### config.mk
export PLATFORM = sky130hd
export DESIGN_NAME = fir_out_requant
export DESIGN_NICKNAME = d
export VERILOG_FILES = /design/src/rtl/fir_out_requant.sv
export SDC_FILE = /design/constraint.sdc
export NUM_CORES = 1
export LEC_CHECK = 0
export ABC_AREA = 1
export CORE_MARGIN = 4
export CORE_UTILIZATION = 35
export DETAILED_ROUTE_END_ITERATION = 7
export REMOVE_ABC_BUFFERS = 1
export SYNTH_ARGS = -nofsm -noshare
export SYNTH_HDL_FRONTEND = slang
export SYNTH_SLANG_ARGS = --single-unit
### constraint.sdc
create_clock -name clk -period 2.55 [get_ports clk]
set_input_delay 0.6375 -clock clk [delete_from_list [all_inputs] [get_ports clk]]
set_output_delay 0.6375 -clock clk [all_outputs]
set_load 0.01 [all_outputs]
### src/rtl/fir_out_requant.sv
// FIR output requantizer: round-half-up arithmetic shift, saturation to the sample width,
// a first-word-fall-through output FIFO with valid/ready, and saturation/drop statistics.
module fir_out_requant #(
    parameter int DATA_IN_WIDTH  = 64,
    parameter int DATA_OUT_WIDTH = 16,
    parameter int SHIFT          = 23,
    parameter int FIFO_DEPTH     = 8,
    parameter int CNT_WIDTH      = 16
) (
    input  logic                               clk,
    input  logic                               reset,
    input  logic                               in_valid,
    input  logic [DATA_IN_WIDTH-1:0]           in_data,
    input  logic                               out_ready,
    output logic                               out_valid,
    output logic [DATA_OUT_WIDTH-1:0]          out_data,
    output logic [$clog2(FIFO_DEPTH+1)-1:0]    fifo_level,
    output logic [CNT_WIDTH-1:0]               sat_count,
    output logic [CNT_WIDTH-1:0]               drop_count,
    output logic                               overflow_flag,
    input  logic                               clear_stats
);

    localparam int SW      = DATA_IN_WIDTH + 1;
    localparam int LW      = $clog2(FIFO_DEPTH + 1);
    localparam int PW      = $clog2(FIFO_DEPTH);
    localparam int RND_POS = (SHIFT > 0) ? SHIFT - 1 : 0;

    localparam logic [SW-1:0]        ROUND_ADD  = (SHIFT > 0) ? (SW'(1) << RND_POS) : '0;
    localparam logic signed [SW-1:0] Q_MAX      = {{(SW-DATA_OUT_WIDTH+1){1'b0}}, {(DATA_OUT_WIDTH-1){1'b1}}};
    localparam logic signed [SW-1:0] Q_MIN      = {{(SW-DATA_OUT_WIDTH+1){1'b1}}, {(DATA_OUT_WIDTH-1){1'b0}}};
    localparam logic [LW-1:0]        FULL_LEVEL = LW'(FIFO_DEPTH);

    logic                           s1_valid;
    logic signed [SW-1:0]           s1_sum;
    logic                           s2_valid;
    logic                           s2_sat;
    logic [DATA_OUT_WIDTH-1:0]      s2_data;

    logic signed [SW-1:0]           q;
    logic [DATA_OUT_WIDTH-1:0]      q_clip;
    logic                           q_sat;

    logic [DATA_OUT_WIDTH-1:0]      mem [FIFO_DEPTH];
    logic [PW-1:0]                  wr_ptr;
    logic [PW-1:0]                  rd_ptr;
    logic                           full;
    logic                           pop;
    logic                           push;
    logic                           drop;

    // Sign-extend one bit so the rounding offset can never wrap the sum.
    always_ff @(posedge clk) begin
        if (reset) begin
            s1_valid <= 1'b0;
            s1_sum   <= '0;
        end else begin
            s1_valid <= in_valid;
            if (in_valid)
                s1_sum <= $signed({in_data[DATA_IN_WIDTH-1], in_data}) + $signed(ROUND_ADD);
        end
    end

    assign q = s1_sum >>> SHIFT;

    always_comb begin
        q_clip = q[DATA_OUT_WIDTH-1:0];
        q_sat  = 1'b0;
        if (q > Q_MAX) begin
            q_clip = {1'b0, {(DATA_OUT_WIDTH-1){1'b1}}};
            q_sat  = 1'b1;
        end else if (q < Q_MIN) begin
            q_clip = {1'b1, {(DATA_OUT_WIDTH-1){1'b0}}};
            q_sat  = 1'b1;
        end
    end

    always_ff @(posedge clk) begin
        if (reset) begin
            s2_valid <= 1'b0;
            s2_sat   <= 1'b0;
            s2_data  <= '0;
        end else begin
            s2_valid <= s1_valid;
            if (s1_valid) begin
                s2_sat  <= q_sat;
                s2_data <= q_clip;
            end
        end
    end

    // A full FIFO still accepts a write when the head leaves in the same cycle.
    assign out_valid = (fifo_level != '0);
    assign full      = (fifo_level == FULL_LEVEL);
    assign pop       = out_valid & out_ready;
    assign push      = s2_valid & (~full | pop);
    assign drop      = s2_valid & full & ~pop;
    assign out_data  = out_valid ? mem[rd_ptr] : '0;

    always_ff @(posedge clk) begin
        if (push)
            mem[wr_ptr] <= s2_data;
    end

    always_ff @(posedge clk) begin
        if (reset) begin
            wr_ptr     <= '0;
            rd_ptr     <= '0;
            fifo_level <= '0;
        end else begin
            if (push)
                wr_ptr <= wr_ptr + PW'(1);
            if (pop)
                rd_ptr <= rd_ptr + PW'(1);
            if (push && !pop)
                fifo_level <= fifo_level + LW'(1);
            else if (pop && !push)
                fifo_level <= fifo_level - LW'(1);
        end
    end

    // Counters stick at all-ones; clear_stats overrides a same-cycle increment.
    always_ff @(posedge clk) begin
        if (reset || clear_stats) begin
            sat_count     <= '0;
            drop_count    <= '0;
            overflow_flag <= 1'b0;
        end else begin
            if (s2_valid && s2_sat && !(&sat_count))
                sat_count <= sat_count + CNT_WIDTH'(1);
            if (drop && !(&drop_count))
                drop_count <= drop_count + CNT_WIDTH'(1);
            if (drop)
                overflow_flag <= 1'b1;
        end
    end

endmodule

* Yosys cells after proc, flatten, opt, wreduce, memory -nomap -nowiden
Memory sizes are Yosys's and may differ from the RTL's. A register that Yosys moved wholly into a read port is not among the register bits. Index checks and enable logic that the tools add are counted.
Cells by class: reduce and logical (&&, ||, !) cells 14, eq/ne operators 1, $mul 0, shift-type cells 0, div/mod/pow operators 0, add/sub/neg operators 7, bitwise gates (word level) 7, multiplexer cells 11, $lt $le $gt $ge 2
Operators with widths (count):
- $add 64x24->65 const B | 1
- $mux 16 | 3
- $gt 42x16->1 const B | 1
- $lt 42x16->1 const B | 1
- $add 16x1->16 const B | 2
- $reduce_and 16->1 | 2
- $mux 4 | 2
- $add 3x1->3 const B | 2
- $mux 3 | 2
- $logic_and 1x1->1 | 5
- $add 4x1->4 const B | 1
- $and 1x1->1 | 4
- $eq 4x4->1 const B | 1
- $logic_not 1->1 | 4
- $mux 1 | 4
- $reduce_bool 4->1 | 1
- $sub 4x1->4 const B | 1
- $not 1->1 | 2
- $reduce_bool 2->1 | 1
- $logic_or 1x1->1 | 1
- $or 1x1->1 | 1
Storage, ports and cells: memory bits (read-only) 0, RAM bits 128, register bits 127, memories 1, bits in latches 0
Memory list:
- mem | words 8, bits a word 16, rd ports 1, clocked after Yosys merged registers in 1, write ports 1, line 44 | logic [DATA_OUT_WIDTH-1:0] mem [FIFO_DEPTH];

* Longest topological paths before layout
Gate-level depths: netlist of run 1.
depth after elaboration 8, mapped depth 15

* Worst setup path before layout of run 1
No wires, ideal clock.
kind input-to-reg, start in out_ready, end reg fifo_level[3], stages 13, buffers on the path 0, arrival time 2138 ps, data required time 2437 ps, setup slack 299 ps, cells stage by stage nor2_1 -> nand3_1 -> nand2_1 -> inv_1 -> ha_1 -> inv_1 -> ha_1 -> a21oi_1 -> nand2_1 -> o21ai_0 -> nand2_1 -> nand2_1 -> nor2_1
Between the ends: cells in the longest elaborated chain, start to end 6, elaborated cells between the ends (all ways) 9, those cells by class mux (1); bitwise (3); reduce/logical (5)
Ends and longest elaborated chain:
- from (decl) | line 14 | input logic out_ready,
- $and 1x1->1 * | line 95 | assign pop = out_valid & out_ready;
- $or 1x1->1 * | line 96 | assign push = s2_valid & (~full | pop);
- $and 1x1->1 * | line 96
- via push | line 49 | logic push;
- $logic_not 1->1 | line 117 | else if (pop && !push)
- $logic_and 1x1->1 | line 117
- $reduce_bool 2->1 (no line)
- to (signal assigned) | line 116 | fifo_level <= fifo_level + LW'(1);
- to (signal assigned) | line 118 | fifo_level <= fifo_level - LW'(1);
- to (decl) | line 17 | output logic [$clog2(FIFO_DEPTH+1)-1:0] fifo_level,
Mark *: on every way through the listed nets, which the timed path passes. The rest lies on a longest branch. A chain may end at the register's enable or synchronous reset.

==> flow_metrics.env, run 1 <==
export IMPL_outcome="complete, no violations"
export IMPL_final_hold_violation_count=0
export IMPL_synthXorXnorAreaFrac_pct=2.411
export IMPL_critPathKind="register to output port"
export IMPL_cpPeakStageDelay_ns=0.39
export IMPL_ios=123
export IMPL_cp_slowest_cell="dfxtp_4"
export IMPL_grt_pass1_wl_microns=47110
export IMPL_die_y_microns=187.4
export IMPL_synth_simple_area_share_pct=25.71
export IMPL_antenna_found_initial=0
export IMPL_avgSynthCellArea_sq_um=8.106
export IMPL_p_leak_uw=0.005370
export IMPL_synth_compound_area_share_pct=11.58
export IMPL_crit_chain="inv_6 -> buf_12 -> nor2_1 -> o22ai_1 -> o21ai_1 -> a31oi_2 -> buf_2"
export IMPL_antenna_left=0
export IMPL_synth_seq_cells=235
export IMPL_synth_top_family_by_area="simple AND/OR/NAND/NOR gates"
export IMPL_grt_pass1_vias=9065
export IMPL_synthMuxAreaShare_pct=0
export IMPL_synth_edf_count=128
export IMPL_dpl_instance_area_sq_um=13070
export IMPL_num_rows=65
export IMPL_dr_pass1_iters=5
export IMPL_ys_types=36
export IMPL_clk_path_buf_depth=3
export IMPL_crit_fanout=10
export IMPL_path_depth=7
export IMPL_cts_tree="built"
export IMPL_coreArea_sq_um=31640
export IMPL_synth_top_area_cell="edfxtp_1"
export IMPL_initial_utilization_pct=35.59
export IMPL_layout_area_seq_sq_um=5991
export IMPL_die_w_microns=187.4
export IMPL_worst_pin_slew_ns=0.6117
export IMPL_cts_sinks=235
export IMPL_multi_input_area_sq_um=4606
export IMPL_synth_fa_ha_area_share_pct=1.067
export IMPL_synth_ff_type="edfxtp_1"
export IMPL_area_growth_pct=25.27
export IMPL_htreeDepth=1
export IMPL_port_buffers=100
export IMPL_layout_min_cycle_time_ns=2.532
export IMPL_hpwl_microns=20870
export IMPL_cp_end_kind="output port"
export IMPL_wl_per_cell_microns=15.19
export IMPL_numCtsBuffers=27
export IMPL_syn_inst=1389
export IMPL_ys_seq_area_share_pct=53.16
export IMPL_viasPerCell=4.881
export IMPL_fin_crit_sh_pct=99.28
export IMPL_n_fill_cell=3088
export IMPL_critPathLaunchType="register"
export IMPL_hold_ws_ns=0.4610
export IMPL_clk_latency_ns=0.53
export IMPL_ys_async_sr_fraction_pct=0
export IMPL_max_freq_mhz=395.0
export IMPL_wirelength_microns=29530
export IMPL_synth_area_sq_um=11260
export IMPL_powerDensity_nw_per_um2=791.3
export IMPL_cp_required_ns=1.91
export IMPL_finClkSkew_ns=0.01363
export IMPL_layout_common_cells="nor2_1 (295), nand2_1 (258), edfxtp_1 (128)"
export IMPL_relSlewSlack_pct=59.11
export IMPL_dieArea_sq_um=35100
export IMPL_grt_max_degree=40
export IMPL_drc_errors=0
export IMPL_drv_cap=0
export IMPL_mostFrequentLayoutCell="nor2_1"
export IMPL_clkTransAtPathRegs_ns=0.06
export IMPL_grt_overflow=0
export IMPL_synth_area_top_cells="edfxtp_1 (34%), dfxtp_1 (19%), nor2_1 (9.9%)"
export IMPL_hold_depth=2
export IMPL_drive_gt1_share_pct=9.274
export IMPL_fin_area_sq_um=14100
export IMPL_cp_arrival_ns=1.89
export IMPL_synth_warnings=0
export IMPL_grt_total_usage_pct=16.09
export IMPL_r2r_cells=13
export IMPL_crit_family="compound AO/OA/AOI/OAI gates"
export IMPL_gp_congestion=0.9051
export IMPL_final_net_count=1599
export IMPL_ir_drop_uv=569.8
export IMPL_final_max_slew_viol_count=0
export IMPL_antennaDiodeCount=0
export IMPL_synth_top_area_share_pct=34.14
export IMPL_ctsRootBufferMaster="clkbuf_16"
export IMPL_setup_viol=0
export IMPL_worstHoldPathType="register to register"
export IMPL_hold_buffers=0
export IMPL_crit_buf_inv=3
export IMPL_drtIter0Drc=607
export IMPL_rsz0062_at_grt="true"
export IMPL_via_count=9488
cells by family (layout without fill, tap and decap cells):
kind of cell	count (synthesis)	after routing
AND/OR/NAND/NOR	694	694
XOR/XNOR	31	31
flip-flops	235	235
AO/OA/AOI/OAI	248	248
buffers and inverters	172	325
adder cells (fa/ha/maj)	9	9
power breakdown:
group	leakage (uW)	internal (uW)	switching [uW]
clock network	0.000454	2540	1490
registers	0.00206	4150	151
logic	0.00286	1230	1610
total	0.00537	7920	3240
timing repair:
item                                    CTS  global route
cloned                                    1             3
endpoints found under the hold margin     0             0
resized for setup                        87            13
pin swaps                                 4             6
endpoints found under the setup margin   16            15
buffers inserted                          2             1
synthesized netlist by cell type (10+ instances only):
master / count
xnor2_1: 12
buf_1: 10
o22ai_1: 16
dfxtp_1: 107
inv_1: 113
a31oi_1: 16
edfxtp_1: 128
o21ai_0: 132
nand4_1: 23
nand2_1: 258
nor2_1: 296
nand3_1: 73
a21oi_1: 71
xor2_1: 19
nor3_1: 15
clkbuf_1: 29
final timing paths:
kind            startpoint  slack (ns)       endpoint
min reg2reg      rd_ptr[2]        0.46      rd_ptr[2]
min              rd_ptr[2]        0.46      rd_ptr[2]
max reg2reg  fifo_level[0]        0.38  fifo_level[3]
max               register        0.02   out_data[14]
final cells by class:
class,instances,share of cell area [%]
multi-input cells,982,32.65
clock inverters,20,1.801
clock buffers,30,4.870
repair buffers,155,11.41
inverters,120,3.229
well taps,402,3.566
flip-flops and latches,235,42.47
layer usage:
layer / GRT usage (%) / up-vias / share of wire (%)
li1: - / 4893 / -
met1: 21.22 / 4361 / 45
met2: 28.34 / 203 / 48
met3: 2.221 / 31 / 4.7
met4: 3.356 / 0 / 1.4
met5: 0 / - / 0
sequential cells by signal, indices dropped and copies added, names as in the netlist, named ones only:
name	count
mem	128
s1_sum	42
wr_ptr	3
fifo_level	4
drop_count	16
overflow_flag	1
s2_data	16
rd_ptr	3
s2_valid	1
sat_count	16
s2_sat	1
s1_valid	1
tightest hold or removal path: stages (launching register included):
cell     delay, ns
dfxtp_1       0.30
inv_1         0.05
a21oi_1       0.06
through the flow:
stage	setup slack, ns	power (uW)	setup TNS (ns)	std cells	util, %
finish	0.01839	11160	0	1944	44.58
global route	-0.05667	11750	-0.3314	1944	44.58
CTS	0.002644	11150	0	1941	44.31
detailed placement	-0.1288	7173	-0.1465	1888	41.31
global placement	-0.1175	7131	-0.1175	1888	41.31
floorplan	-0.5371	5690	-8.560	1337	-
Note: power is estimated with default switching activity, not from simulation.
==> run 2: changes to the inputs <==
--- a/config.mk
+++ b/config.mk
@@ -6,6 +6,7 @@
 export NUM_CORES = 1
 export LEC_CHECK = 0
 export ABC_AREA = 1
+export ABC_CLOCK_PERIOD_IN_PS = 2550
 export CORE_MARGIN = 4
 export CORE_UTILIZATION = 35
 export DETAILED_ROUTE_END_ITERATION = 7
==> results of run 2 <==
Final layout, timing and power as in run 1 (identical DEF).
==> run 3: changes to the inputs <==
--- a/config.mk
+++ b/config.mk
@@ -6,7 +6,7 @@
 export NUM_CORES = 1
 export LEC_CHECK = 0
 export ABC_AREA = 1
-export ABC_CLOCK_PERIOD_IN_PS = 2550
+export CAP_MARGIN = 10
 export CORE_MARGIN = 4
 export CORE_UTILIZATION = 35
 export DETAILED_ROUTE_END_ITERATION = 7
==> results of run 3 <==
Final layout, timing and power as in run 1 (identical DEF).
